### src/rtl/stream_fifo_pkg.sv
// Shared FIFO helpers: depth legality check and index width, reused by all FIFO variants.
// Latency: n/a (compile-time constants only).
// Backpressure: n/a.
package stream_fifo_pkg;

    // True when d is a positive power of two.
    function automatic bit is_pow2(input int d);
        return (d > 0) && ((d & (d - 1)) == 0);
    endfunction

    // Pointer width for a power-of-two depth.
    function automatic int idx_width(input int d);
        return (d > 1) ? $clog2(d) : 1;
    endfunction

endpackage

### src/rtl/stream_fifo_if.sv
// Valid/ready stream bundle: one producer (master) to one consumer (slave).
// Latency: n/a (wires only).
// Backpressure: consumer holds ready low to stall; a beat transfers when valid && ready at an edge.
// Signals: valid (master->slave), data[DATA_WIDTH] (master->slave), ready (slave->master).
interface stream_fifo_if #(
    parameter int DATA_WIDTH = 8
);
    logic                  valid;
    logic                  ready;
    logic [DATA_WIDTH-1:0] data;

    modport master (output valid, output data, input ready);
    modport slave  (input valid, input data, output ready);
endinterface

### src/rtl/stream_fifo_mem.sv
// fifo_mem: simple dual-port RAM, DATA_WIDTH x DEPTH, synchronous write, registered read.
// Latency: read data appears one edge after rd_en; write visible to reads from the next edge.
// Backpressure: none; caller guarantees it never reads an address written on the same edge.
// Ports: clk, reset (clears only the read register), wr_en/wr_addr/wr_data, rd_en/rd_addr, rd_data.
module fifo_mem
    import stream_fifo_pkg::*;
#(
    parameter  int DATA_WIDTH = 8,
    parameter  int DEPTH      = 16,
    localparam int ADDR_W     = idx_width(DEPTH)
) (
    input  logic                  clk,
    input  logic                  reset,
    input  logic                  wr_en,
    input  logic [ADDR_W-1:0]     wr_addr,
    input  logic [DATA_WIDTH-1:0] wr_data,
    input  logic                  rd_en,
    input  logic [ADDR_W-1:0]     rd_addr,
    output logic [DATA_WIDTH-1:0] rd_data
);

    logic [DATA_WIDTH-1:0] mem [DEPTH];

    always_ff @(posedge clk) begin
        if (wr_en) begin
            mem[wr_addr] <= wr_data;
        end
    end

    always_ff @(posedge clk or posedge reset) begin
        if (reset) begin
            rd_data <= '0;
        end else if (rd_en) begin
            rd_data <= mem[rd_addr];
        end
    end

endmodule

### src/rtl/stream_fifo.sv
// stream_fifo: valid/ready FIFO with registered first-word-fall-through head, thresholds, flush, drop mode.
// Latency: a push into an empty FIFO is on out_s.data right after that edge; no bubbles at full rate.
// Backpressure: in_s.ready = !full || out_s.ready (combinational via out_s.ready); tied high in drop mode.
// Ports: clk, reset (async, active-high), flush, clear_flags, in_s (slave stream), out_s (master stream),
//        count, almost_full, almost_empty, overflow (sticky), drop_count (saturating).
module stream_fifo
    import stream_fifo_pkg::*;
#(
    parameter int DATA_WIDTH     = 8,
    parameter int DEPTH          = 16,
    parameter int AFULL_LEVEL    = DEPTH - 4,
    parameter int AEMPTY_LEVEL   = 2,
    parameter int DROP_WHEN_FULL = 0
) (
    input  logic                       clk,
    input  logic                       reset,
    input  logic                       flush,
    input  logic                       clear_flags,
    stream_fifo_if.slave               in_s,
    stream_fifo_if.master              out_s,
    output logic [$clog2(DEPTH):0]     count,
    output logic                       almost_full,
    output logic                       almost_empty,
    output logic                       overflow,
    output logic [15:0]                drop_count
);

    localparam int               IDX_W     = idx_width(DEPTH);
    localparam int               CNT_W     = $clog2(DEPTH) + 1;
    localparam logic [CNT_W-1:0] FULL_CNT  = CNT_W'(DEPTH);
    localparam logic [CNT_W-1:0] ONE_CNT   = CNT_W'(1);
    localparam logic [CNT_W-1:0] TWO_CNT   = CNT_W'(2);
    localparam logic [CNT_W-1:0] AFULL_C   = CNT_W'(AFULL_LEVEL);
    localparam logic [CNT_W-1:0] AEMPTY_C  = CNT_W'(AEMPTY_LEVEL);
    localparam bit               DROP_MODE = (DROP_WHEN_FULL != 0);

    generate
        if (!is_pow2(DEPTH) || (DEPTH < 2)) begin : g_bad_depth
            $error("stream_fifo: DEPTH must be a power of 2 and at least 2");
        end
        if ((AFULL_LEVEL < 1) || (AFULL_LEVEL > DEPTH)) begin : g_bad_afull
            $error("stream_fifo: AFULL_LEVEL must lie in 1..DEPTH");
        end
        if ((AEMPTY_LEVEL < 0) || (AEMPTY_LEVEL > DEPTH - 1)) begin : g_bad_aempty
            $error("stream_fifo: AEMPTY_LEVEL must lie in 0..DEPTH-1");
        end
    endgenerate

    logic [IDX_W-1:0]      wr_ptr;
    logic [IDX_W-1:0]      rd_ptr;
    logic [IDX_W-1:0]      rd_nxt;
    logic                  full;
    logic                  push;
    logic                  pop;
    logic                  drop;
    logic                  bypass;
    logic                  refill;
    logic                  use_byp;
    logic [DATA_WIDTH-1:0] byp_dat;
    logic [DATA_WIDTH-1:0] ram_rd_data;

    assign full         = (count == FULL_CNT);
    assign out_s.valid  = (count != '0);
    assign in_s.ready   = DROP_MODE ? 1'b1 : (!full || out_s.ready);
    assign almost_full  = (count >= AFULL_C);
    assign almost_empty = (count <= AEMPTY_C);

    // flush swallows any handshake on the same edge, including what would be a drop.
    assign pop    = out_s.valid && out_s.ready && !flush;
    assign push   = in_s.valid && in_s.ready && (!full || pop) && !flush;
    assign drop   = DROP_MODE && in_s.valid && full && !pop && !flush;

    // The head register is fed from two places: straight from in_s.data when the new
    // word becomes the head this edge, otherwise from the RAM slot behind the old head.
    // With count >= 2 that slot was written on an earlier edge, so no read/write clash.
    assign bypass = push && ((count == '0) || ((count == ONE_CNT) && pop));
    assign refill = pop && (count >= TWO_CNT);
    assign rd_nxt = rd_ptr + 1'b1;

    assign out_s.data = use_byp ? byp_dat : ram_rd_data;

    fifo_mem #(
        .DATA_WIDTH (DATA_WIDTH),
        .DEPTH      (DEPTH)
    ) u_mem (
        .clk     (clk),
        .reset   (reset),
        .wr_en   (push),
        .wr_addr (wr_ptr),
        .wr_data (in_s.data),
        .rd_en   (refill),
        .rd_addr (rd_nxt),
        .rd_data (ram_rd_data)
    );

    always_ff @(posedge clk or posedge reset) begin
        if (reset) begin
            wr_ptr  <= '0;
            rd_ptr  <= '0;
            count   <= '0;
            use_byp <= 1'b1;
            byp_dat <= '0;
        end else if (flush) begin
            wr_ptr  <= '0;
            rd_ptr  <= '0;
            count   <= '0;
        end else begin
            if (push) begin
                wr_ptr <= wr_ptr + 1'b1;
            end
            if (pop) begin
                rd_ptr <= rd_nxt;
            end
            if (push && !pop) begin
                count <= count + 1'b1;
            end else if (pop && !push) begin
                count <= count - 1'b1;
            end
            if (bypass) begin
                byp_dat <= in_s.data;
                use_byp <= 1'b1;
            end else if (refill) begin
                use_byp <= 1'b0;
            end
        end
    end

    // A drop on the same edge as clear_flags restarts the tally at one.
    always_ff @(posedge clk or posedge reset) begin
        if (reset) begin
            overflow   <= 1'b0;
            drop_count <= '0;
        end else if (drop) begin
            overflow <= 1'b1;
            if (clear_flags) begin
                drop_count <= 16'd1;
            end else if (drop_count != 16'hFFFF) begin
                drop_count <= drop_count + 16'd1;
            end
        end else if (clear_flags) begin
            overflow   <= 1'b0;
            drop_count <= '0;
        end
    end

endmodule

### src/flat_wrapper.sv
// flat-port wrapper written by rule: the top's interface ports become plain ports
module stream_fifo_flat import stream_fifo_pkg::*;
#(
    parameter int DATA_WIDTH     = 8,
    parameter int DEPTH          = 16,
    parameter int AFULL_LEVEL    = DEPTH - 4,
    parameter int AEMPTY_LEVEL   = 2,
    parameter int DROP_WHEN_FULL = 0
)
  (clk, reset, flush, clear_flags, count, almost_full, almost_empty, overflow, drop_count, in_s_valid, in_s_data, in_s_ready, out_s_valid, out_s_data, out_s_ready);
  stream_fifo_if #(.DATA_WIDTH(DATA_WIDTH)) in_s_i ();
  stream_fifo_if #(.DATA_WIDTH(DATA_WIDTH)) out_s_i ();
  input  logic clk;
  input  logic reset;
  input  logic flush;
  input  logic clear_flags;
  output logic [$clog2(DEPTH):0] count;
  output logic almost_full;
  output logic almost_empty;
  output logic overflow;
  output logic [15:0] drop_count;
  input wire logic [$bits(in_s_i.valid)-1:0] in_s_valid;
  input wire logic [$bits(in_s_i.data)-1:0] in_s_data;
  output wire logic [$bits(in_s_i.ready)-1:0] in_s_ready;
  output wire logic [$bits(out_s_i.valid)-1:0] out_s_valid;
  output wire logic [$bits(out_s_i.data)-1:0] out_s_data;
  input wire logic [$bits(out_s_i.ready)-1:0] out_s_ready;
  assign in_s_i.valid = in_s_valid;
  assign in_s_i.data = in_s_data;
  assign in_s_ready = in_s_i.ready;
  assign out_s_valid = out_s_i.valid;
  assign out_s_data = out_s_i.data;
  assign out_s_i.ready = out_s_ready;
  stream_fifo #(.DATA_WIDTH(DATA_WIDTH), .DEPTH(DEPTH), .AFULL_LEVEL(AFULL_LEVEL), .AEMPTY_LEVEL(AEMPTY_LEVEL), .DROP_WHEN_FULL(DROP_WHEN_FULL)) u_core (.clk(clk), .reset(reset), .flush(flush), .clear_flags(clear_flags), .in_s(in_s_i), .out_s(out_s_i), .count(count), .almost_full(almost_full), .almost_empty(almost_empty), .overflow(overflow), .drop_count(drop_count));
endmodule
### config.mk
export PLATFORM = sky130hd
export DESIGN_NAME = stream_fifo_flat
export DESIGN_NICKNAME = d
export VERILOG_FILES = /design/src/rtl/stream_fifo_pkg.sv /design/src/rtl/stream_fifo_if.sv /design/src/rtl/stream_fifo_mem.sv /design/src/rtl/stream_fifo.sv /design/src/flat_wrapper.sv
export SDC_FILE = /design/constraint.sdc
export NUM_CORES = 1
export LEC_CHECK = 0
export BUFFER_PORTS_ARGS = -buffer_cell sky130_fd_sc_hd__buf_2
export CORE_MARGIN = 10
export CORE_UTILIZATION = 25
export DETAILED_ROUTE_END_ITERATION = 8
export GPL_ROUTABILITY_DRIVEN = 0
export REMOVE_ABC_BUFFERS = 1
export SETUP_SLACK_MARGIN = 0.05
export SYNTH_ARGS = -nofsm -noshare
export SYNTH_HDL_FRONTEND = slang
export SYNTH_SLANG_ARGS = --single-unit
export TNS_END_PERCENT = 1
### constraint.sdc
create_clock -name clk -period 2.5 [get_ports clk]
set_input_delay 0.5 -clock clk [delete_from_list [all_inputs] [get_ports clk]]
set_output_delay 0.5 -clock clk [all_outputs]
set_load 0.01 [all_outputs]
# --- Yosys cells after proc, flatten, opt, wreduce, memory -nomap -nowiden ---
# Memories as Yosys holds them, arrays and structs flattened. A register that Yosys moved wholly into a read port is not among the register bits.
# Index checks and enable logic that the tools add are counted.
classes:
  add_sub_neg: 4
  order_cmp: 3
  n_eq_ne: 2
  mux: 12
  bitwise_logic: 1
  n_reduce_logical: 25
ops:
  columns: ["operator", "n"]
  rows:
  - ["$mux 4", 4]
  - ["$mux 5", 3]
  - ["$logic_and 1x1->1", 10]
  - ["$add 4x1->4 const B", 2]
  - ["$mux 8", 1]
  - ["$reduce_bool 2->1", 3]
  - ["$add 5x1->5 const B", 1]
  - ["$eq 5x1->1 const B", 1]
  - ["$eq 5x5->1 const B", 1]
  - ["$ge 5x2->1 const B", 1]
  - ["$ge 5x4->1 const B", 1]
  - ["$le 5x2->1 const B", 1]
  - ["$logic_not 5->1", 1]
  - ["$reduce_bool 5->1", 1]
  - ["$sub 5x1->5 const B", 1]
  - ["$logic_not 1->1", 4]
  - ["$mux 1", 4]
  - ["$reduce_and 2->1", 2]
  - ["$logic_or 1x1->1", 3]
  - ["$reduce_bool 3->1", 1]
  - ["$not 1->1", 1]
word_totals:
  regBits: 22
  mem_bits_rw: 128
  inputBits: 14
  word_cells: 53
  mem_count: 1
memory_table:
  columns: ["name", "words", "width", "read_ports", "rd_ports_with_merged_regs", "write_ports", "line", "text"]
  rows:
  - ["u_core.u_mem.mem", 16, 8, 1, 1, 1, "stream_fifo_mem.sv:22", "logic [DATA_WIDTH-1:0] mem [DEPTH];"]

# --- Depth between registers and ports, before layout ---
logic_depth:
  word_depth: 11
  mapped_depth: 9
  depth_no_buf: 6

# --- Hierarchy ---
# A second synthesis with hierarchy kept.
unflattened:
  hier_cells: 388
  hier_area_um2: 6819.0
modules_own_cells:
  columns: ["module", "n_inst", "cells_each", "area_each_um2", "seq_area_each_um2"]
  rows:
  - ["fifo_mem", 1, 241, 5335.1, 4043.9]
  - ["stream_fifo", 1, 147, 1483.9, 551.8]

# --- Worst setup path after synthesis ---
# Ideal clock, no wire load.
synth_timing:
  kind: "reg2reg"
  startpoint: "reg u_core.count[1]"
  endpoint: "mem u_core.u_mem.mem[0][0], enable pin"
  setup_time_ps: 383
  arrival_ps: 2042
  required_time_ps: 2117
  setup_slack_ps: 74
  path_stages_with_launch: 7
  path_buffers: 0
  synth_period_minus_slack_ps: 2426
  path_cell_list: "dfrtp_1 -> inv_1 -> ha_1 -> nor3b_2 -> a31oi_1 -> nand2_1 -> nor3_1"
synth_between:
  elab_chain_cells: 8
synth_rtl:
  columns: ["element", "line", "text"]
  rows:
  - ["from (decl)", "stream_fifo.sv:21", "output logic [$clog2(DEPTH):0] count,"]
  - ["from (signal assigned)", "stream_fifo.sv:115", "count <= count + 1'b1;"]
  - ["from (signal assigned)", "stream_fifo.sv:117", "count <= count - 1'b1;"]
  - ["$eq 5x5->1 / $reduce_bool 5->1 (equally long branches)", "stream_fifo.sv:62, stream_fifo.sv:63", null]
  - ["$logic_not 1->1 / $logic_and 1x1->1 (equally long branches)", "stream_fifo.sv:64, stream_fifo.sv:70, stream_fifo.sv:69", null]
  - ["$logic_or 1x1->1 / $logic_and 1x1->1 (equally long branches)", "stream_fifo.sv:64, stream_fifo.sv:69", null]
  - ["$logic_and 1x1->1 / $logic_or 1x1->1 (equally long branches)", "stream_fifo.sv:70", "assign push = in_s.valid && in_s.ready && (!full || pop) && !flush;"]
  - ["$logic_and 1x1->1 (*) (2 in series)", "stream_fifo.sv:70", null]
  - ["$mux 1 (*)", "stream_fifo_mem.sv:25", "if (wr_en) begin"]
  - ["$mux 1 (implied by the code) (*)", "stream_fifo_mem.sv:26", "mem[wr_addr] <= wr_data;"]
  - ["to (decl)", "stream_fifo_mem.sv:22", null]
# Every way passes the cells marked *; elsewhere a longest branch is shown, timed or not.

# --- Final worst setup path ---
layout_timing:
  startpoint: "reg u_core.count[0]"
  endpoint: "out out_s_valid"
layout_between:
  elab_chain_cells: 1
layout_rtl:
  columns: ["element", "line", "text"]
  rows:
  - ["$reduce_bool 5->1", "stream_fifo.sv:63", "assign out_s.valid = (count != '0);"]
  - ["to (decl)", "flat_wrapper.sv:25", "output wire logic [$bits(out_s_i.valid)-1:0] out_s_valid;"]
# Every way passes these cells.

==> flow_metrics.tcl <==
set metrics [dict create \
    insertion_delay_ns 0.42 \
    grt_overflow 0 \
    rows 60 \
    io_pins 48 \
    portBuffers 29 \
    r2r_cells 7 \
    hold_buffers 0 \
    wl_per_cell_um 16.6 \
    cts_buffers 17 \
    nNetsFinal 472 \
    comb_power_share 0.314 \
    worst_r2r_endpoint "u_core.u_mem.mem[0][6]" \
    outcome "complete, no violations" \
    clockPowerShare 0.302 \
    synth_seq_cells 158 \
    finalCritPeriodShare 0.947 \
    track_usage 0.0812 \
    die-area_mm2 0.0345 \
    crit_type "flip-flop to primary output" \
    diodes 0 \
    required_ns 2.00 \
    ys_async_sr_fraction 0.190 \
    setup_viol 0 \
    drt-initial-drc-count 207 \
    grt_setup_unrepaired "no" \
    seq_area_frac_synth 0.670 \
    critPathBufInv 2 \
    crit_chain "inv_2 -> ha_2 -> or4b_4 -> buf_2" \
    switchingPower_uw 2630 \
    holdWs_ns 0.156 \
    p_seq_frac 0.384 \
    crit_slowest_cell "or4b_4" \
    root_buffer "clkbuf_16" \
    slew_viol_final 0 \
    ant_nets 0 \
    rr_startpoint "u_core.count[0]" \
    start_util 0.254 \
    core_area_mm2 0.0270 \
    synth-edff-count 128 \
    netlist_instances 395 \
    timing.fmax_ghz 0.422 \
    clkTransAtPathRegs_ns 0.06 \
    antenna_found_initial 0 \
    worstPathMaxFanout 6 \
    leakage_uw 0.00278 \
    vias 3531 \
    min_period_ns 2.37 \
    r2r_slack_ns 0.41 \
    max_slew.worst_pin.slew_ns 0.569 \
    cts_tree "done" \
    synth.avg_cell_area_um2 17.4 \
    worstSetupStartpointType "flip-flop" \
    cts.sinks 158 \
    slew-limit-headroom 0.619 \
    yosysWarnings 0 \
    die_h_um 186 \
    fin_skew_ns 0.0120 \
    drive_gt1_frac 0.348 \
    cp_top_family "simple AND/OR/NAND/NOR gates" \
    powerDensity_mw_per_mm2 1050 \
    clockBufferDepth 2 \
    endpoint_kind "primary output" \
    cts-htree-levels 4 \
    grt_pass1_wl_mm 21.5 \
    hpwl_mm 9.10 \
    drcViolationCount 0 \
    hold_path_class "input pin to asynchronous set/reset pin" \
    swShare 0.308 \
    yosysUniqueCellTypes 46 \
    grt_max_degree 35 \
    synthFlopType "edfxtp_1" \
    vdd_drop_max_uv 453 \
    syn_to_final_growth_pct 18.0 \
    timing.max_cap.violations 0 \
    first_pass_iters 4 \
    grt_pass1_vias 3769 \
    tns_ns 0 \
    p_int_uw 5890 \
    cp-startpoint "u_core.count[0]" \
    routed_via_density 4.40 \
    drt_wl_total_mm 13.3 \
    die_w_um 186 \
    cp_data_arrival_time_ns 1.87 \
    hold_viol 0 \
    syn_area_mm2 0.00686 \
    cp_slowest_stage_delay_ns 0.52 \
]
-- sequential cells by signal, summed over array words and instances (netlist names) --
| signal | cells |
|---|---|
| u_core.byp_dat | 8 |
| u_core.count | 5 |
| u_core.rd_ptr | 4 |
| u_core.u_mem.mem | 128 |
| u_core.u_mem.rd_data | 8 |
| u_core.use_byp | 1 |
| u_core.wr_ptr | 4 |
-- cells in the final DEF, fill, tap and decap left out, types with 6 or more instances in the layout --
master and count:
buf_2 29, inv_1 10, edfxtp_1 128, nand3_1 7, clkbuf_16 17, dfrtp_1 26, mux2_2 18, conb_1 17
nor2_1 19, ha_1 8, mux4_2 32, o221ai_2 8, nand2_1 17, o2111ai_1 6, mux2i_1 18, buf_4 24
-- synth_stat cells, drive strengths merged (2+ instances only) --
cell type	number	area [um2]
edfxtp	128	3840
mux4	32	721
dfrtp	29	726
buf	28	209
nor2	19	71.3
mux2	18	203
mux2i	18	180
nand2	17	63.8
inv	12	45.0
o221ai	11	146
ha	9	113
clkbuf	8	30.0
nand3	7	35.0
o2111ai	7	67.6
nor3	6	41.3
xor2	6	52.6
a21oi	5	25.0
nand2b	4	25.0
nand4	3	18.8
o21a	3	22.5
xnor2	3	26.3
a31oi	2	12.5
and3	2	12.5
o21ai	2	10.0
-- metrics by stage --
stage	setup WS [ns]	total power (uW)	instances	util	area, um2
after floorplan	-1.03	5130	375	-	6680
after global placement	0.297	5940	769	0.277	7460
after detailed placement	0.210	6020	769	0.277	7460
after CTS	0.0841	8620	801	0.300	8070
after global routing	0.0561	8970	803	0.300	8090
final	0.133	8520	803	0.300	8090
-- metal layers --
metal,vias up,track usage,share of wire
li1,1631,-,-
met1,1811,0.0961,0.43
met2,76,0.140,0.52
met3,13,0.0172,0.037
met4,0,0.0326,0.016
met5,-,0,0
-- worst max path at each step --
stage	slack, ns	end	cells after the start
finish	0.13	out_s_valid	4
global route	0.06	out_s_valid	4
CTS	0.08	out_s_valid	4
detailed placement	0.21	u_core.u_mem.mem[0][5]	7
global placement	0.30	u_core.u_mem.mem[3][5]	7
floorplan	-1.03	u_core.u_mem.rd_data[0]	4
-- cell families after synthesis --
family / Yosys count / synth area share
flops: 158 / 0.670
fa+ha+maj: 9 / 0.0164
compound gates: 35 / 0.0482
buf+inv: 48 / 0.0414
xor+xnor: 9 / 0.0115
mux: 68 / 0.161
simple gates: 67 / 0.0509
other cells: 1 / 0.000547
-- power by group through the flow --
stage / Combinational, uW / Sequential, uW / Clock, uW
2_1_floorplan: 1740 / 3390 / 0
6_report: 2670 / 3270 / 2580
3_3_place_gp: 2640 / 3300 / 0
5_1_grt: 2920 / 3310 / 2740
3_5_place_dp: 2690 / 3320 / 0
4_1_cts: 2710 / 3270 / 2640
-- timing repair --
item	in CTS	in global routing
setup endpoints to repair	1	1
pin swaps	0	0
gates resized for setup	4	1
endpoints found under the hold margin	0	0
buffers inserted	0	2
-- worst reg2reg max path, cell delays in order (launching register included) --
cell     delay (ns)
dfrtp_2        0.42
inv_2          0.08
ha_2           0.21
nor3b_2        0.16
a31oi_1        0.34
nand2_1        0.18
nor3_1         0.17
buf_4          0.23
-- cell type report --
type	instances	area, um2
clock buffer	18	429
clock inverter	14	175
fill	2607	18900
inverter	12	45.0
multi-input combinational	205	2050
sequential	158	4600
tap	341	427
timing repair buffer	55	365
Note: power is estimated with default switching activity, not from simulation.
